[config.mk]
export PLATFORM = sky130hd
export DESIGN_NAME = timer_irq_peripheral_flat
export DESIGN_NICKNAME = d
export VERILOG_FILES = /design/src/rtl/timer_irq_peripheral_if.sv /design/src/rtl/timer_irq_peripheral.sv /design/src/flat_wrapper.sv
export SDC_FILE = /design/constraint.sdc
export NUM_CORES = 1
export LEC_CHECK = 0
export CAP_MARGIN = 20
export CORE_UTILIZATION = 55
export CTS_BUF_LIST = sky130_fd_sc_hd__clkbuf_4 sky130_fd_sc_hd__clkbuf_8
export CTS_CLUSTER_SIZE = 25
export DETAILED_ROUTE_END_ITERATION = 12
export GPL_TIMING_DRIVEN = 0
export PLACE_DENSITY = 0.85
export SLEW_MARGIN = 0
export SYNTH_ARGS = -nofsm -noshare
export SYNTH_HDL_FRONTEND = slang
export SYNTH_SLANG_ARGS = --single-unit
[constraint.sdc]
create_clock -name clk -period 7.1 [get_ports clk]
set_input_delay 1.775 -clock clk [delete_from_list [all_inputs] [get_ports clk]]
set_output_delay 1.775 -clock clk [all_outputs]
set_load 0.03 [all_outputs]
[src/rtl/timer_irq_peripheral_if.sv]
// ---------------------------------------------------------------------------
// timer_irq_peripheral_if
//   Data-memory bus bundle between the CPU load/store path and the timer.
//
//   rd     MemRead strobe
//   wr     MemWrite strobe
//   addr   byte address from the ALU
//   wdata  store data (rt value)
//   rdata  load data returned by the peripheral (combinational)
//
//   master : CPU side    slave : peripheral side
// ---------------------------------------------------------------------------
interface timer_irq_peripheral_if;
    logic        rd;
    logic        wr;
    logic [31:0] addr;
    logic [31:0] wdata;
    logic [31:0] rdata;

    modport master (output rd, output wr, output addr, output wdata, input rdata);
    modport slave  (input rd, input wr, input addr, input wdata, output rdata);
endinterface

[src/rtl/timer_irq_peripheral.sv]
// ---------------------------------------------------------------------------
// timer_irq_peripheral
//   Memory-mapped interval timer that drives the CPU IRQ line. TL counts up
//   on every enabled tick and reloads from TH when it passes 32'hFFFF_FFFF.
//   An overflow with IE=1 sets the sticky status bit ST, which is the level
//   interrupt; software clears it by writing TCON with ST=0.
//
//   Register window (exact 32-bit address match):
//     ADDR_BASE+0x0  TH    reload value
//     ADDR_BASE+0x4  TL    counter
//     ADDR_BASE+0x8  TCON  {29'b0, ST, IE, EN}
//     ADDR_BASE+0xC  PRE   prescale reload (TIMER_PRESCALE_EN only)
//
//   Build option: define TIMER_PRESCALE_EN to add PRE and a down-counter PC
//   so that TL only ticks once every PRE+1 enabled cycles. Without it,
//   base+0xC reads 0 and the timer ticks on every enabled cycle.
//
//   Ports:
//     clk     system clock, rising edge
//     reset   asynchronous, active-high reset
//     bus     slave side of timer_irq_peripheral_if (rd, wr, addr, wdata, rdata)
//     irqout  interrupt request, equal to TCON.ST
// ---------------------------------------------------------------------------
module timer_irq_peripheral #(
    parameter logic [31:0] ADDR_BASE = 32'h4000_0000
) (
    input  logic                         clk,
    input  logic                         reset,
    timer_irq_peripheral_if.slave        bus,
    output logic                         irqout
);

    localparam logic [31:0] ADDR_TH   = ADDR_BASE + 32'h0;
    localparam logic [31:0] ADDR_TL   = ADDR_BASE + 32'h4;
    localparam logic [31:0] ADDR_TCON = ADDR_BASE + 32'h8;
`ifdef TIMER_PRESCALE_EN
    localparam logic [31:0] ADDR_PRE  = ADDR_BASE + 32'hC;
`endif

    typedef struct packed {
        logic st;   // interrupt status (sticky)
        logic ie;   // interrupt enable
        logic en;   // count enable
    } tcon_t;

    logic [31:0] th_q, th_d;
    logic [31:0] tl_q, tl_d;
    tcon_t       tcon_q, tcon_d;
`ifdef TIMER_PRESCALE_EN
    logic [31:0] pre_q, pre_d;
    logic [31:0] pc_q, pc_d;
`endif

    // Address decode
    logic sel_th, sel_tl, sel_tcon;
    logic wr_th, wr_tl, wr_tcon;
`ifdef TIMER_PRESCALE_EN
    logic sel_pre, wr_pre;
`endif

    always_comb begin
        sel_th   = (bus.addr == ADDR_TH);
        sel_tl   = (bus.addr == ADDR_TL);
        sel_tcon = (bus.addr == ADDR_TCON);
        wr_th    = bus.wr && sel_th;
        wr_tl    = bus.wr && sel_tl;
        wr_tcon  = bus.wr && sel_tcon;
`ifdef TIMER_PRESCALE_EN
        sel_pre  = (bus.addr == ADDR_PRE);
        wr_pre   = bus.wr && sel_pre;
`endif
    end

    // Tick generation
    logic tick;
    logic overflow;

`ifdef TIMER_PRESCALE_EN
    always_comb begin
        tick  = tcon_q.en && (pc_q == 32'd0);
        pre_d = pre_q;
        pc_d  = pc_q;
        // A PRE write restarts the prescale interval from the new value.
        if (wr_pre) begin
            pre_d = bus.wdata;
            pc_d  = bus.wdata;
        end else if (tcon_q.en) begin
            pc_d = (pc_q == 32'd0) ? pre_q : pc_q - 32'd1;
        end
    end
`else
    always_comb tick = tcon_q.en;
`endif

    assign overflow = tick && (tl_q == 32'hFFFF_FFFF);

    // Next-state logic
    // NOTE: every signal assigned in this block gets a default first, so no
    // path leaves it unassigned and no latch is inferred.
    always_comb begin
        th_d   = th_q;
        tl_d   = tl_q;
        tcon_d = tcon_q;

        if (tick) begin
            tl_d = overflow ? th_q : tl_q + 32'd1;
        end
        // Overflow consults IE before any same-edge TCON write.
        if (overflow && tcon_q.ie) begin
            tcon_d.st = 1'b1;
        end

        // CPU writes win over the count; reload above already used old TH.
        if (wr_th) begin
            th_d = bus.wdata;
        end
        if (wr_tl) begin
            tl_d = bus.wdata;
        end
        if (wr_tcon) begin
            tcon_d.en = bus.wdata[0];
            tcon_d.ie = bus.wdata[1];
            // An acknowledge landing on an interrupting overflow must not
            // drop the new interrupt.
            tcon_d.st = bus.wdata[2] | (overflow && tcon_q.ie);
        end
    end

    // State registers
    // NOTE: sequential state uses non-blocking assignments so every register
    // samples the pre-edge values of the others.
    always_ff @(posedge clk or posedge reset) begin
        if (reset) begin
            th_q   <= '0;
            tl_q   <= '0;
            tcon_q <= '0;
`ifdef TIMER_PRESCALE_EN
            pre_q  <= '0;
            pc_q   <= '0;
`endif
        end else begin
            th_q   <= th_d;
            tl_q   <= tl_d;
            tcon_q <= tcon_d;
`ifdef TIMER_PRESCALE_EN
            pre_q  <= pre_d;
            pc_q   <= pc_d;
`endif
        end
    end

    // Read mux: combinational, no side effects, 0 when idle or unmapped.
    always_comb begin
        bus.rdata = '0;
        if (bus.rd) begin
            if (sel_th) begin
                bus.rdata = th_q;
            end else if (sel_tl) begin
                bus.rdata = tl_q;
            end else if (sel_tcon) begin
                bus.rdata = {29'd0, tcon_q};
`ifdef TIMER_PRESCALE_EN
            end else if (sel_pre) begin
                bus.rdata = pre_q;
`endif
            end
        end
    end

    assign irqout = tcon_q.st;

endmodule

[src/flat_wrapper.sv]
// flat-port wrapper written by rule: the top's interface ports become plain ports
module timer_irq_peripheral_flat 
#(
    parameter logic [31:0] ADDR_BASE = 32'h4000_0000
)
  (clk, reset, irqout, bus_rd, bus_wr, bus_addr, bus_wdata, bus_rdata);
  timer_irq_peripheral_if bus_i ();
  input  logic clk;
  input  logic reset;
  output logic irqout;
  input wire logic [$bits(bus_i.rd)-1:0] bus_rd;
  input wire logic [$bits(bus_i.wr)-1:0] bus_wr;
  input wire logic [$bits(bus_i.addr)-1:0] bus_addr;
  input wire logic [$bits(bus_i.wdata)-1:0] bus_wdata;
  output wire logic [$bits(bus_i.rdata)-1:0] bus_rdata;
  assign bus_i.rd = bus_rd;
  assign bus_i.wr = bus_wr;
  assign bus_i.addr = bus_addr;
  assign bus_i.wdata = bus_wdata;
  assign bus_rdata = bus_i.rdata;
  timer_irq_peripheral #(.ADDR_BASE(ADDR_BASE)) u_core (.clk(clk), .reset(reset), .bus(bus_i), .irqout(irqout));
endmodule
* Word-level counts from Yosys, hierarchy flattened
Cells that the tools add are included.
Cells by class: add/subtract/negate cells 1, equal/unequal tests 4, muxes and demuxes 9, bitwise logic cells 1, reductions and logical operators 7
Operators by type and width (count):
- $mux W32 | 6
- $eq A32 B31 Y1 const B | 3
- $add A32 B1 Y32 const B | 1
- $eq A32 B32 Y1 const B | 1
- $mux W3 | 2
- $logic_and A1 B1 Y1 | 5
- $reduce_bool A2 Y1 | 2
- $mux W1 | 1
- $or A1 B1 Y1 | 1
Storage, ports and cells: register bits after elaboration 67, bits of input ports 68, output and inout port bits 33, word-level logic and storage cells 27

* Logic depth before layout (Yosys ltp)
word-level depth 5, mapped depth 9

* Worst setup path before layout
OpenSTA, ideal clock, no wires.
path type input to output, start input port bus_addr[31], end output port bus_rdata[0], arrival 3.989 ns, path slack 1.336 ns, stages 5, path buffers 0, path through nor4b_1 > nand4_1 > nor2_1 > nand2_1 > a2111oi_0
On the way: word-level cells in the longest chain between the ends 5, elaborated cells between the ends (all ways) 7, classes of those cells eq/ne: 3; mux: 4
Ends and longest elaborated chain:
- start: declaration | RTL line flat_wrapper.sv:13 | input wire logic [$bits(bus_i.addr)-1:0] bus_addr;
- $eq A32 B31 Y1 | RTL line timer_irq_peripheral.sv:64 | sel_tcon = (bus.addr == ADDR_TCON);
- $mux W3 | RTL line timer_irq_peripheral.sv:160 | end else if (sel_tcon) begin
- $mux W32 | RTL line timer_irq_peripheral.sv:158 | end else if (sel_tl) begin
- $mux W32 * | RTL line timer_irq_peripheral.sv:156 | if (sel_th) begin
- $mux W32 * | RTL line timer_irq_peripheral.sv:155 | if (bus.rd) begin
- end: declaration | RTL line flat_wrapper.sv:15 | output wire logic [$bits(bus_i.rdata)-1:0] bus_rdata;
Every way passes the cells marked *; elsewhere a longest branch is shown, timed or not.

* Final worst setup path
start input port bus_addr[10], end output port bus_rdata[14]
On the way: word-level cells in the longest chain between the ends 4, elaborated cells between the ends (all ways) 5, classes of those cells eq/ne: 2; mux: 3
Ends and longest elaborated chain:
- $eq A32 B31 Y1 | RTL line timer_irq_peripheral.sv:63 | sel_tl = (bus.addr == ADDR_TL);
- $mux W32 | RTL line timer_irq_peripheral.sv:158
- $mux W32 * | RTL line timer_irq_peripheral.sv:156
- $mux W32 * | RTL line timer_irq_peripheral.sv:155
Marks and branches as above.

==> metrics.txt <==
initial antenna violation count 0; clock latency on the worst-skew pair between 0.3 and 0.4 ns; clk_skew roughly 0.013 ns; Hold Crit Depth 1; number of cells on the critical path 8; WS Path Type input port to output pin; Pleak around 2.3 nW; ANT cells 0; gr ovfl total 0; via count 4,406; DRT Wirelength 13,800 µm; Gate Count Post-Synth around 480; Slew @ Worst Pin a little under 0.9 ns; final cell count without fillers about 700; Crit path max-delay family buffers and inverters; minimum clock period approximately 6.7 ns; Worst Path Max Fanout 10; Arr. time, crit path a little under 5 ns; Max-slew headroom 40.5%; Gate power share under 10%; Place WS 0.438 ns; Hold Crit Class flop to flop; DR iter-0 viols 352; net switching share of the total power between 20% and 30%; Peak VDD IR 0.101 mV; PnR worst setup slack roughly 0.44 ns; P_sw approximately 0.17 mW; Hold-fix buffers, CTS 0; CTS tree built; Yosys reg bits 67; IO Port Bufs about 100; r2r setup slk roughly 4.3 ns; Clock Sinks 67; area grow syn2layout 29.8%; largest net degree at the start of global routing around 70; # setup viols final 0; post-synth cell types 52; share of cells above drive strength 1 10.9%; H-tree levels 3; status finished clean; post-route core utilization between 70% and 80%; io pins a little over 100; CTS Root Cell clkbuf_8; CP peak stage delay just under 0.7 ns; r2r worst-path depth 8; most numerous cell in the Yosys netlist dfrtp_1; hpwl dp approximately 9700 µm; critical path, cell by cell clkdlybuf4s50_1 > nor4_1 > nand4_1 > nor4_1 > clkbuf_1 > a22oi_1 > nor2b_1 > clkdlybuf4s50_1; Core Rows 32; Clk pwr share a little over two fifths; placed cells ~680; CTS buffer count 9; mapped cell area 4440 µm²; CORE AREA 7770 µm²; vias in the first global route 4,346; register area share after synthesis about 38%; final slew viol count 0; die height around 92 µm; chip width slightly above 90 µm; number of flops mapped to enable cells by yosys 0; Syn Nets between 500 and 600; Multi-input gate area 2550 µm²; Global Route Usage Sum between 30% and 40%; Synth Warn # 0; setup bufs post-CTS 0; routed len/inst 19.8 µm; slowest CP cell clkdlybuf4s50_1; Setup TNS Final 0 ns; count of buffer and inverter cells on the critical path 3; gpl congestion 0.939; Fill cells between 500 and 600; Clock Path Buffers 2; Vias/cell between 6 and 7; top cells by area, synth dfrtp_1 (38%), mux2_2 (5.8%), a22oi_1 (4.9%); First-pass DRT Iterations 6; Peak Freq 150 MHz; Remaining DRCs 0; Flop pwr share about half; clk slew on worst S/H paths 0.08 ns; Cell Pwr Density between 100 and 150 nW/µm²; post-route ant nets 0; critical path launch point type input port; die area 8430 µm²; Resize count post-CTS 0; NumNets Final 660; worst hold margin between 0.5 and 0.6 ns; worst endpoint required time about 5.3 ns; Avg Cell Area, Syn 9.22 µm²; Final Hold Fails 0; crit end category output pin; async set-reset flop share out of synthesis 100%; crit share post-route around 94%; top cell type's share of synthesized area a little under two fifths; Int Pwr 0.596 mW; ys flop type dfrtp_1; Initial Util 57.1%; unrepaired setup endpoints after global routing false; register area around 1700 µm²; Synth area leader dfrtp_1; Max-Cap Viols 0; top cells by count, synth dfrtp_1 (67), nand2_1 (54), nor2_1 (33), nor2b_1 (32), a22oi_1 (29); first-pass GRT wire length roughly 22,000 µm
[layout by cell type, fill, tap and decap left out, drive strengths merged, types with 2 or more instances in the layout]
cell type	instances
nor4	21
o31ai	6
a31oi	15
nand3	14
nor2b	32
mux2i	10
nand2	54
xnor2	5
a2111oi	4
clkbuf	37
mux2	39
a21oi	19
a22oi	29
or3	2
and4	11
and3	4
nand2b	3
nand4	16
buf	13
a311oi	3
o2bb2ai	2
o211ai	5
clkdlybuf4s50	99
o221ai	4
o41ai	2
nor3	8
clkinv	3
clkinvlp	2
dfrtp	67
xor2	8
inv	4
a21o	3
o21ai	9
nor2	33
[per-layer routing]
metal / vias to the layer above / track usage, % / part of all wire (%)
li1: 2016 / - / -
met1: 2109 / 42.5 / 41
met2: 243 / 55.9 / 47
met3: 38 / 6.38 / 8.8
met4: 0 / 18.1 / 3.6
met5: - / 0 / 0
[flip-flops by register name (all words and copies together), names as in the netlist]
name and flops:
u_core.irqout 1, u_core.tick 1, u_core.th_q 32, u_core.tl_q 32, u_core.tcon_q 1
[through the flow]
step	total power, mW	instance area (µm²)
after floorplan	0.400	4440
after CTS	0.770	5760
after detailed placement	0.445	5560
after global routing	0.789	5760
after global placement	0.444	5550
final	0.770	5760
[path summary, 6_finish.rpt]
path | from | to
max | bus_addr[10] | bus_rdata[14]
min reg2reg | u_core.th_q[28] | u_core.th_q[28]
max reg2reg | u_core.tl_q[3] | u_core.tl_q[29]
max in group asynchronous | reset | u_core.tl_q[12]
min | u_core.th_q[28] | u_core.th_q[28]
min in group asynchronous | reset | u_core.tcon_q[1]
[power groups by stage]
stage	registers [mW]	logic, mW	clock network, mW
5_1_grt	0.381	0.0607	0.347
6_report	0.381	0.0559	0.333
2_1_floorplan	0.389	0.0114	0
3_3_place_gp	0.389	0.0550	0
3_5_place_dp	0.389	0.0562	0
4_1_cts	0.381	0.0565	0.332
[cell families (layout without fill, tap and decap cells)]
group                    after synthesis  after routing  share of synthesized area (%)
XOR/XNOR                              13             13                           2.57
AO/OA/AOI/OAI                        104            104                           17.5
adder cells (fa/ha/maj)                1              1                          0.282
flip-flops                            67             67                           37.8
multiplexers                          49             49                           12.2
buffers and inverters                 45            159                           4.68
AND/OR/NAND/NOR                      202            202                           25.0
[final cells by class]
class	instances	area share, %
Tap cell	102	2.22
Buffer	39	3.22
Sequential cell	67	29.1
Multi-Input combinational cell	369	44.3
Timing Repair Buffer	99	17.2
Inverter	6	0.435
Clock inverter	4	0.869
Clock buffer	11	2.63
Note: power is estimated with default switching activity, not from simulation.
